[src/rtl/keypad_pkg.sv]
// Shared types and key-value constants for the matrix keypad scanner.
package keypad_pkg;

    typedef enum logic [1:0] {
        SCAN  = 2'd0,
        DEB_P = 2'd1,
        PRESS = 2'd2,
        DEB_R = 2'd3
    } kp_state_e;

    localparam logic [3:0] KEY_0    = 4'd0;
    localparam logic [3:0] KEY_1    = 4'd1;
    localparam logic [3:0] KEY_2    = 4'd2;
    localparam logic [3:0] KEY_3    = 4'd3;
    localparam logic [3:0] KEY_4    = 4'd4;
    localparam logic [3:0] KEY_5    = 4'd5;
    localparam logic [3:0] KEY_6    = 4'd6;
    localparam logic [3:0] KEY_7    = 4'd7;
    localparam logic [3:0] KEY_8    = 4'd8;
    localparam logic [3:0] KEY_9    = 4'd9;
    localparam logic [3:0] KEY_STAR = 4'b1010;
    localparam logic [3:0] KEY_HASH = 4'b1100;
    localparam logic [3:0] KEY_NONE = 4'b0000;

endpackage

[src/rtl/keypad_map.sv]
// Key index (row*4 + col of the 4x4 layout) to key value; column 3 and
// indexes outside the 4x4 grid map to zero.
module keypad_map
    import keypad_pkg::*;
#(
    parameter int IDX_W = 4
) (
    input  logic [IDX_W-1:0] idx_i,
    output logic [3:0]       val_o
);

    always_comb begin
        val_o = KEY_NONE;
        case (32'(idx_i))
            0:       val_o = KEY_1;
            1:       val_o = KEY_2;
            2:       val_o = KEY_3;
            4:       val_o = KEY_4;
            5:       val_o = KEY_5;
            6:       val_o = KEY_6;
            8:       val_o = KEY_7;
            9:       val_o = KEY_8;
            10:      val_o = KEY_9;
            12:      val_o = KEY_STAR;
            13:      val_o = KEY_0;
            14:      val_o = KEY_HASH;
            default: val_o = KEY_NONE;
        endcase
    end

endmodule

[src/rtl/keypad_scan_ctrl.sv]
// Matrix keypad scanner: one-hot row drive, synchronised column sampling once
// per row dwell, press/release debounce, optional auto-repeat.
module keypad_scan_ctrl
    import keypad_pkg::*;
#(
    parameter  int ROWS       = 4,
    parameter  int COLS       = 4,
    parameter  int SCAN_DIV   = 4,
    parameter  int DEBOUNCE   = 3,
    parameter  int REPEAT_DLY = 0,
    localparam int CODE_W     = $clog2(ROWS*COLS)
) (
    input  logic              clk_Teclado,
    input  logic              rst_n,
    input  logic [COLS-1:0]   Columna,
    output logic [ROWS-1:0]   Fila,
    output logic [CODE_W-1:0] key_code,
    output logic [3:0]        key_val,
    output logic              key_valid,
    output logic              key_release,
    output logic              key_held,
    output logic              key_multi,
    output kp_state_e         dbg_state_o
);

    localparam int DIV_W  = $clog2(SCAN_DIV);
    localparam int CNT_W  = $clog2(DEBOUNCE+1);
    localparam int REP_W  = $clog2(REPEAT_DLY+2);
    localparam int RIDX_W = $clog2(ROWS);
    localparam int CIDX_W = $clog2(COLS);

    logic [COLS-1:0]   sync1_q, col_s_q;
    logic [DIV_W-1:0]  div_q;
    kp_state_e         state_q;
    logic [ROWS-1:0]   fila_q;
    logic [RIDX_W-1:0] row_q;
    logic [COLS-1:0]   col_q;
    logic [CIDX_W-1:0] col_idx_q;
    logic [CNT_W-1:0]  cnt_q;
    logic [REP_W-1:0]  rep_q;
    logic [CODE_W-1:0] code_q;
    logic [3:0]        val_q;
    logic              valid_q, rel_q, held_q, multi_q;

    logic              tick;
    logic              col_match;
    logic [CIDX_W-1:0] enc;
    logic [CIDX_W-1:0] sel_idx;
    logic [CODE_W-1:0] press_code;
    logic [3:0]        press_val;
    logic [REP_W-1:0]  rep_nxt;

    assign tick      = (div_q == DIV_W'(SCAN_DIV-1));
    assign col_match = (col_s_q == col_q);
    assign rep_nxt   = rep_q + 1'b1;

    always_comb begin
        enc = '0;
        for (int i = 0; i < COLS; i++) begin
            if (col_s_q[i]) enc = CIDX_W'(i);
        end
    end

    // In SCAN the column is being latched this tick, so use the live encoding.
    assign sel_idx    = (state_q == SCAN) ? enc : col_idx_q;
    assign press_code = CODE_W'(row_q) * CODE_W'(COLS) + CODE_W'(sel_idx);

    keypad_map #(.IDX_W(CODE_W)) u_map (
        .idx_i (press_code),
        .val_o (press_val)
    );

    always_ff @(posedge clk_Teclado or negedge rst_n) begin
        if (!rst_n) begin
            sync1_q <= '0;
            col_s_q <= '0;
            div_q   <= '0;
        end else begin
            sync1_q <= Columna;
            col_s_q <= sync1_q;
            div_q   <= tick ? '0 : div_q + 1'b1;
        end
    end

    always_ff @(posedge clk_Teclado or negedge rst_n) begin
        if (!rst_n) begin
            state_q   <= SCAN;
            fila_q    <= ROWS'(1);
            row_q     <= '0;
            col_q     <= '0;
            col_idx_q <= '0;
            cnt_q     <= '0;
            rep_q     <= '0;
            code_q    <= '0;
            val_q     <= '0;
            valid_q   <= 1'b0;
            rel_q     <= 1'b0;
            held_q    <= 1'b0;
            multi_q   <= 1'b0;
        end else begin
            valid_q <= 1'b0;
            rel_q   <= 1'b0;
            multi_q <= 1'b0;
            if (tick) begin
                unique case (state_q)
                    SCAN: begin
                        if ($onehot(col_s_q)) begin
                            col_q     <= col_s_q;
                            col_idx_q <= enc;
                            cnt_q     <= CNT_W'(1);
                            rep_q     <= '0;
                            if (DEBOUNCE == 1) begin
                                state_q <= PRESS;
                                valid_q <= 1'b1;
                                held_q  <= 1'b1;
                                code_q  <= press_code;
                                val_q   <= press_val;
                            end else begin
                                state_q <= DEB_P;
                            end
                        end else begin
                            multi_q <= (col_s_q != '0);
                            fila_q  <= {fila_q[ROWS-2:0], fila_q[ROWS-1]};
                            row_q   <= (row_q == RIDX_W'(ROWS-1)) ? '0 : row_q + 1'b1;
                        end
                    end
                    DEB_P: begin
                        if (col_match) begin
                            if (cnt_q == CNT_W'(DEBOUNCE-1)) begin
                                state_q <= PRESS;
                                cnt_q   <= '0;
                                rep_q   <= '0;
                                valid_q <= 1'b1;
                                held_q  <= 1'b1;
                                code_q  <= press_code;
                                val_q   <= press_val;
                            end else begin
                                cnt_q <= cnt_q + 1'b1;
                            end
                        end else begin
                            state_q <= SCAN;
                            cnt_q   <= '0;
                            fila_q  <= {fila_q[ROWS-2:0], fila_q[ROWS-1]};
                            row_q   <= (row_q == RIDX_W'(ROWS-1)) ? '0 : row_q + 1'b1;
                        end
                    end
                    PRESS: begin
                        if (col_match) begin
                            if (REPEAT_DLY > 0) begin
                                if (rep_nxt == REP_W'(REPEAT_DLY)) begin
                                    valid_q <= 1'b1;
                                    rep_q   <= '0;
                                end else begin
                                    rep_q <= rep_nxt;
                                end
                            end
                        end else if (DEBOUNCE == 1) begin
                            state_q <= SCAN;
                            rel_q   <= 1'b1;
                            held_q  <= 1'b0;
                            fila_q  <= {fila_q[ROWS-2:0], fila_q[ROWS-1]};
                            row_q   <= (row_q == RIDX_W'(ROWS-1)) ? '0 : row_q + 1'b1;
                        end else begin
                            state_q <= DEB_R;
                            cnt_q   <= CNT_W'(1);
                        end
                    end
                    DEB_R: begin
                        // A matching sample means the release was a bounce; rep_q is kept.
                        if (col_match) begin
                            state_q <= PRESS;
                            cnt_q   <= '0;
                        end else if (cnt_q == CNT_W'(DEBOUNCE-1)) begin
                            state_q <= SCAN;
                            cnt_q   <= '0;
                            rel_q   <= 1'b1;
                            held_q  <= 1'b0;
                            fila_q  <= {fila_q[ROWS-2:0], fila_q[ROWS-1]};
                            row_q   <= (row_q == RIDX_W'(ROWS-1)) ? '0 : row_q + 1'b1;
                        end else begin
                            cnt_q <= cnt_q + 1'b1;
                        end
                    end
                    default: state_q <= SCAN;
                endcase
            end
        end
    end

    assign Fila        = fila_q;
    assign key_code    = code_q;
    assign key_val     = val_q;
    assign key_valid   = valid_q;
    assign key_release = rel_q;
    assign key_held    = held_q;
    assign key_multi   = multi_q;
    assign dbg_state_o = state_q;

endmodule
[config.mk]
export PLATFORM = sky130hd
export DESIGN_NAME = keypad_scan_ctrl
export DESIGN_NICKNAME = d
export VERILOG_FILES = /design/src/rtl/keypad_pkg.sv /design/src/rtl/keypad_map.sv /design/src/rtl/keypad_scan_ctrl.sv
export SDC_FILE = /design/constraint.sdc
export NUM_CORES = 1
export LEC_CHECK = 0
export CORE_UTILIZATION = 40
export DETAILED_ROUTE_END_ITERATION = 10
export PLACE_DENSITY = 0.64
export SLEW_MARGIN = 10
export SYNTH_ARGS = -nofsm -noshare
export SYNTH_HDL_FRONTEND = slang
export SYNTH_SLANG_ARGS = --single-unit
[constraint.sdc]
create_clock -name clk_Teclado -period 3.8 [get_ports clk_Teclado]
set_input_delay 1.14 -clock clk_Teclado [delete_from_list [all_inputs] [get_ports clk_Teclado]]
set_output_delay 1.14 -clock clk_Teclado [all_outputs]
set_load 0.05 [all_outputs]
After elaboration in Yosys (flattened, before gate mapping)

Memories as Yosys holds them, arrays and structs flattened. A register that Yosys moved wholly into a read port is not among the register bits.
Cells that the tools add are included.

Mux-type cells: 43
Add/subtract/negate cells: 7
Equal/unequal tests: 18
Reduce and logical (&&, ||, !) cells: 11

Operator list:

| operator              | number |
|---|---|
| $mux W2               | 19 |
| $mux W4               | 4 |
| $pmux W2 S4           | 2 |
| $mux W1               | 15 |
| $ne A2 B2 Y1 const B  | 7 |
| $pmux W4 S3           | 1 |
| $reduce_and A6 Y1     | 2 |
| $eq A2 B2 Y1 const B  | 5 |
| $add A2 B1 Y2 const B | 3 |
| $ne A3 B3 Y1 const B  | 2 |
| $pmux W2 S3           | 1 |
| $reduce_and A3 Y1     | 2 |
| $reduce_and A5 Y1     | 1 |
| $add A1 B1 Y2         | 2 |
| $add A4 B2 Y4         | 1 |
| $eq A4 B4 Y1          | 1 |
| $reduce_and A4 Y1     | 1 |
| $reduce_bool A4 Y1    | 1 |
| $add A2 B2 Y3         | 1 |
| $eq A3 B1 Y1 const B  | 1 |
| $reduce_bool A3 Y1    | 1 |
| $eq A2 B1 Y1 const B  | 1 |
| $logic_not A2 Y1      | 1 |
| $ne A2 B1 Y1 const B  | 1 |
| other kinds (3)       | 3 |

Bits in registers: 34
Bits in read-only memories: 64
Memories kept: 1
Logic and storage cells: 94

Memories:

| name            | words | bits a word | read ports | clocked after memory_dff | write ports | RTL line         | text |
|---|---|---|---|---|---|---|---|
| (no name shown) | 16    | 4           | 1          | 1                        | 0           | keypad_map.sv:14 | `case (32'(idx_i))` |

Logic depth before layout (Yosys ltp)

Depth after elaboration: 6
Mapped depth: 10
Depth with buffers taken out: 10

Modules after synthesis

A second synthesis with hierarchy kept.

Cell total of the unflattened synthesis: 161
Area total of the unflattened synthesis: 1913.1 µm²

By module, submodules not included:

| module           | cells an instance | area each (µm²) | instances |
|---|---|---|---|
| keypad_scan_ctrl | 143               | 1769.2          | 1 |
| keypad_map       | 18                | 143.9           | 1 |

Least setup slack after synthesis

Ideal clock, no wire load.

Path type: reg2reg
From: register col_s_q[0]
To: register (tool-made name)
Data required time: 3.672 ns
Stages on the path, launching flop included: 11
Slack: 1.121 ns
Clock period less this slack: 2.679 ns
Setup time: 0.128 ns
Arrival: 2.551 ns
Cell sequence: dfrtp_1 inv_1 fa_1 inv_1 ha_1 ha_1 nor3b_1 o21ai_0 a21oi_1 o211ai_1 mux2_1

RTL lines:

| what                     | RTL line               | text |
|---|---|---|
| start: declaration       | keypad_scan_ctrl.sv:32 | `logic [COLS-1:0] sync1_q, col_s_q;` |
| start signal: assignment | keypad_scan_ctrl.sv:80 | `col_s_q <= sync1_q;` |

Worst setup path in the final report

From: register col_s_q[0]
To: register col_q[3]

Word-level cells in the longest chain between the ends: 4

RTL lines:

| what                                | RTL line                | text |
|---|---|---|
| $add A1 B1 Y2 (implied by the code) | keypad_scan_ctrl.sv:107 | `if ($onehot(col_s_q)) begin` |
| $add A2 B2 Y3 (implied by the code) | keypad_scan_ctrl.sv:107 |  |
| $eq A3 B1 Y1                        | keypad_scan_ctrl.sv:107 |  |
| $reduce_and A3 Y1 (no source line)  | --                      |  |
| end signal: assignment              | keypad_scan_ctrl.sv:108 | `col_q <= col_s_q;` |
| end: declaration                    | keypad_scan_ctrl.sv:37  | `logic [COLS-1:0] col_q;` |

Every way passes these cells.
A chain may end at the register's enable or synchronous reset.

==> impl_results.md <==
* Num Clock Sinks at 38
* Register area share after synthesis at 0.526
* Critical path class: register to register
* Syn nets at 170
* Post-synthesis simple-gate area fraction at 0.0802
* Post-synthesis mux area share at 0.136
* Max VDD drop at approximately 0.47 mV
* Antenna diodes at 0
* Post-DP Area at 2060 um2
* TritonRoute pass-1 iters at 4
* GRT Residual Overflow at 0
* I/O Pins at 24
* H-Tree Level Count at 2
* Final Instance Count excl. Fillers at 229
* Placer Congestion at 0.881
* Layout area overhead at 18.9%
* Main combinational cell family by area after synthesis: multiplexers
* Die height at 69.3 um
* Detailed Route Iter0 Violations at 44
* Ranking of synthesized cells by area: dfrtp_1 51%, mux2_2 10%, ha_1 9.0%
* # rows at 24
* # fillers at 376
* Global-route wire length before repair at 5.33 mm
* Pleak at just under 1 nW
* Worst-Skew Late Latency at 0.28 ns
* Worst-Margin Slew at 0.809 ns
* Layout cells sized above 1 at 0.158
* Post-layout instance area at about 2200 um2
* CORE AREA at about 4400 um2
* Syn Area/Cell at 12.1 um2
* Gate Count Post-Synth at 150
* Fin crit period at 3.00 ns
* RSZ-0062 raised after global routing: false
* Mapped cell area at 1810 um2
* Top cell type's share of synthesized area at 0.511
* Final setup TNS at 0 ns
* Vias in the first global route at 1187
* Async S/R FF share, synth at 1.00
* Antenna violations before repair at 0
* Placed Cells at 221
* P per Cell Area at slightly below 600 nW/um2
* Die area at ~4800 um2
* Synth Register Bits at 38
* Port-buffer cells at 23
* XOR/XNOR share of the synthesized area at 0.0194
* Largest net degree at the start of global routing at 39
* Max Clock Skew at 0.00632 ns
* Clk slew on worst S/H paths at about 0.07 ns
* Post-synth top area cell: dfrtp_1
* CTS root buffer: clkbuf_8
* Worst setup SP type: register
* Num CTS Buffers at 5
* Fin nets at between 150 and 200
* Distinct cells, synth at 30
* Crit path DAT at between 3 and 4 ns
* Setup Viol. Count Final at 0
* Antenna-violating nets left at 0
* Clock buffer depth at 2
* Slew margin rel. at 0.460
* Yosys warns at 0
* DRC viols at 0
* CP max FO at 8
* Most common flop cell mapped by yosys: dfrtp_1
* Synth Area in Adders at 0.101
* Final Max Slew Viols at 0
* Vias at ~1.1k
* EDFF count, synth at 0
* Post-DP HPWL at between 2 and 2.5 mm
* Period utilisation layout at 0.789
* Final Hold Fails at 0
* Gr usage total at 0.139
* Drt via density at 4.85
* Drt wl/cell at 12.6 um
* Post_cts resized at 0
* Fmax achieved at 334 MHz
* CTS tree: yes
* Starting Density at 0.416
* Synth Area in Compound Gates at 0.0850
* Hold_buf cts at 0
* CP endpoint kind: register
* Final wirelength at approximately 2.9 mm
* CP required at about 4.0 ns
* Outcome: completed
* Die X-Extent at 69.3 um
* Worst min-delay path category: register to register
* Maxcap violations at 0
* Post-CTS Setup Bufs at 0
## worst max-delay path, cell delays in order, from the launching register on
cell	delay, ns
dfrtp_1	0.39
inv_1	0.10
fa_1	0.54
inv_1	0.04
ha_1	0.18
ha_1	0.28
nor3b_1	0.38
nor2b_1	0.58
mux2_2	0.40
## path summary, 6_finish.rpt
path | end | slack (ns) | start | cells past startpoint
setup / recovery | col_q[3]$_DFFE_PN0P_ | 0.80 | col_s_q[0]$_DFF_PN0_ | 8
hold / removal | col_s_q[2]$_DFF_PN0_ | 0.35 | sync1_q[2]$_DFF_PN0_ | 0
setup reg to reg | col_q[3]$_DFFE_PN0P_ | 0.80 | col_s_q[0]$_DFF_PN0_ | 8
min in group asynchronous | sync1_q[0]$_DFF_PN0_ | 0.95 | rst_n | 1
max in group asynchronous | col_idx_q[1]$_DFFE_PN0P_ | 2.34 | rst_n | 1
hold reg to reg | col_s_q[2]$_DFF_PN0_ | 0.35 | sync1_q[2]$_DFF_PN0_ | 0
## layout by cell type (no fill, tap or decap), types with 4 or more instances in the layout
master / netlist / routed
nand2_1: 7 / 7
ha_1: 13 / 13
inv_1: 15 / 15
o21ai_0: 5 / 5
mux2_2: 16 / 16
clkbuf_8: 0 / 6
nor2_1: 15 / 15
xor2_1: 4 / 4
dfrtp_1: 37 / 37
clkdlybuf4s50_1: 0 / 22
a21oi_1: 10 / 10
mux2i_1: 4 / 4
## per-stage QoR
| step | hold slack (ns) | setup WS, ns | total power, mW | utilization |
|---|---|---|---|---|
| detailed placement | 0.335 | 0.857 | 1.00 | 0.474 |
| finish | 0.348 | 0.802 | 1.27 | 0.494 |
| floorplan | 0.331 | 1.12 | 0.891 | - |
| CTS | 0.349 | 0.835 | 1.28 | 0.494 |
| global placement | 0.332 | 0.996 | 0.989 | 0.474 |
| global route | 0.355 | 0.618 | 1.38 | 0.494 |
## layer usage
metal / GRT usage / up-vias / wire (um)
met5: 0 / - / 0
met4: 0.0522 / 0 / 25
met3: 0.0392 / 4 / 85
met2: 0.229 / 17 / 1420
met1: 0.174 / 534 / 1350
li1: - / 555 / -
## cell families after synthesis
family / after synthesis
DFF: 38
and+or+nand+nor: 29
AOI/OAI and AO/OA: 24
muxes: 22
buffers and inverters: 19
adders and majority gates: 14
xor gates and xnor gates: 4
## cell type report
cell class / instances / area, um2 / area share
Inverter: 15 / 56.3 / 0.0262
Clock buffer: 8 / 90.1 / 0.0419
Tap cell: 52 / 65.1 / 0.0302
Timing Repair Buffer: 23 / 225 / 0.105
Sequential cell: 38 / 952 / 0.442
Multi-Input combinational cell: 93 / 763 / 0.355
## cell usage after synthesis, types with 2 or more instances
| cell type | count |
|---|---|
| ha_1 | 13 |
| xor2_1 | 4 |
| dfrtp_1 | 37 |
| nand2_1 | 7 |
| nor2b_1 | 2 |
| a21oi_1 | 10 |
| clkbuf_1 | 2 |
| nor2_1 | 15 |
| inv_1 | 15 |
| o21ai_0 | 5 |
| nor3b_1 | 2 |
| o21a_1 | 2 |
| mux2i_1 | 4 |
| mux2_2 | 16 |
## power breakdown
group / internal (mW) / switching, mW / total [mW]
combinational: 0.190 / 0.260 / 0.450
sequential: 0.472 / 0.0780 / 0.550
clock: 0.148 / 0.126 / 0.274
total: 0.810 / 0.464 / 1.27
## state kept, by name (all words and copies together) (netlist names), named ones only
register     cells
Fila             4
col_q            4
col_s_q          4
key_code         4
key_val          4
sync1_q          4
cnt_q            2
col_idx_q        2
div_q            2
row_q            2
dbg_state_o      1
key_held         1
key_multi        1
key_release      1
key_valid        1
Power figures use the tool's default switching activity.
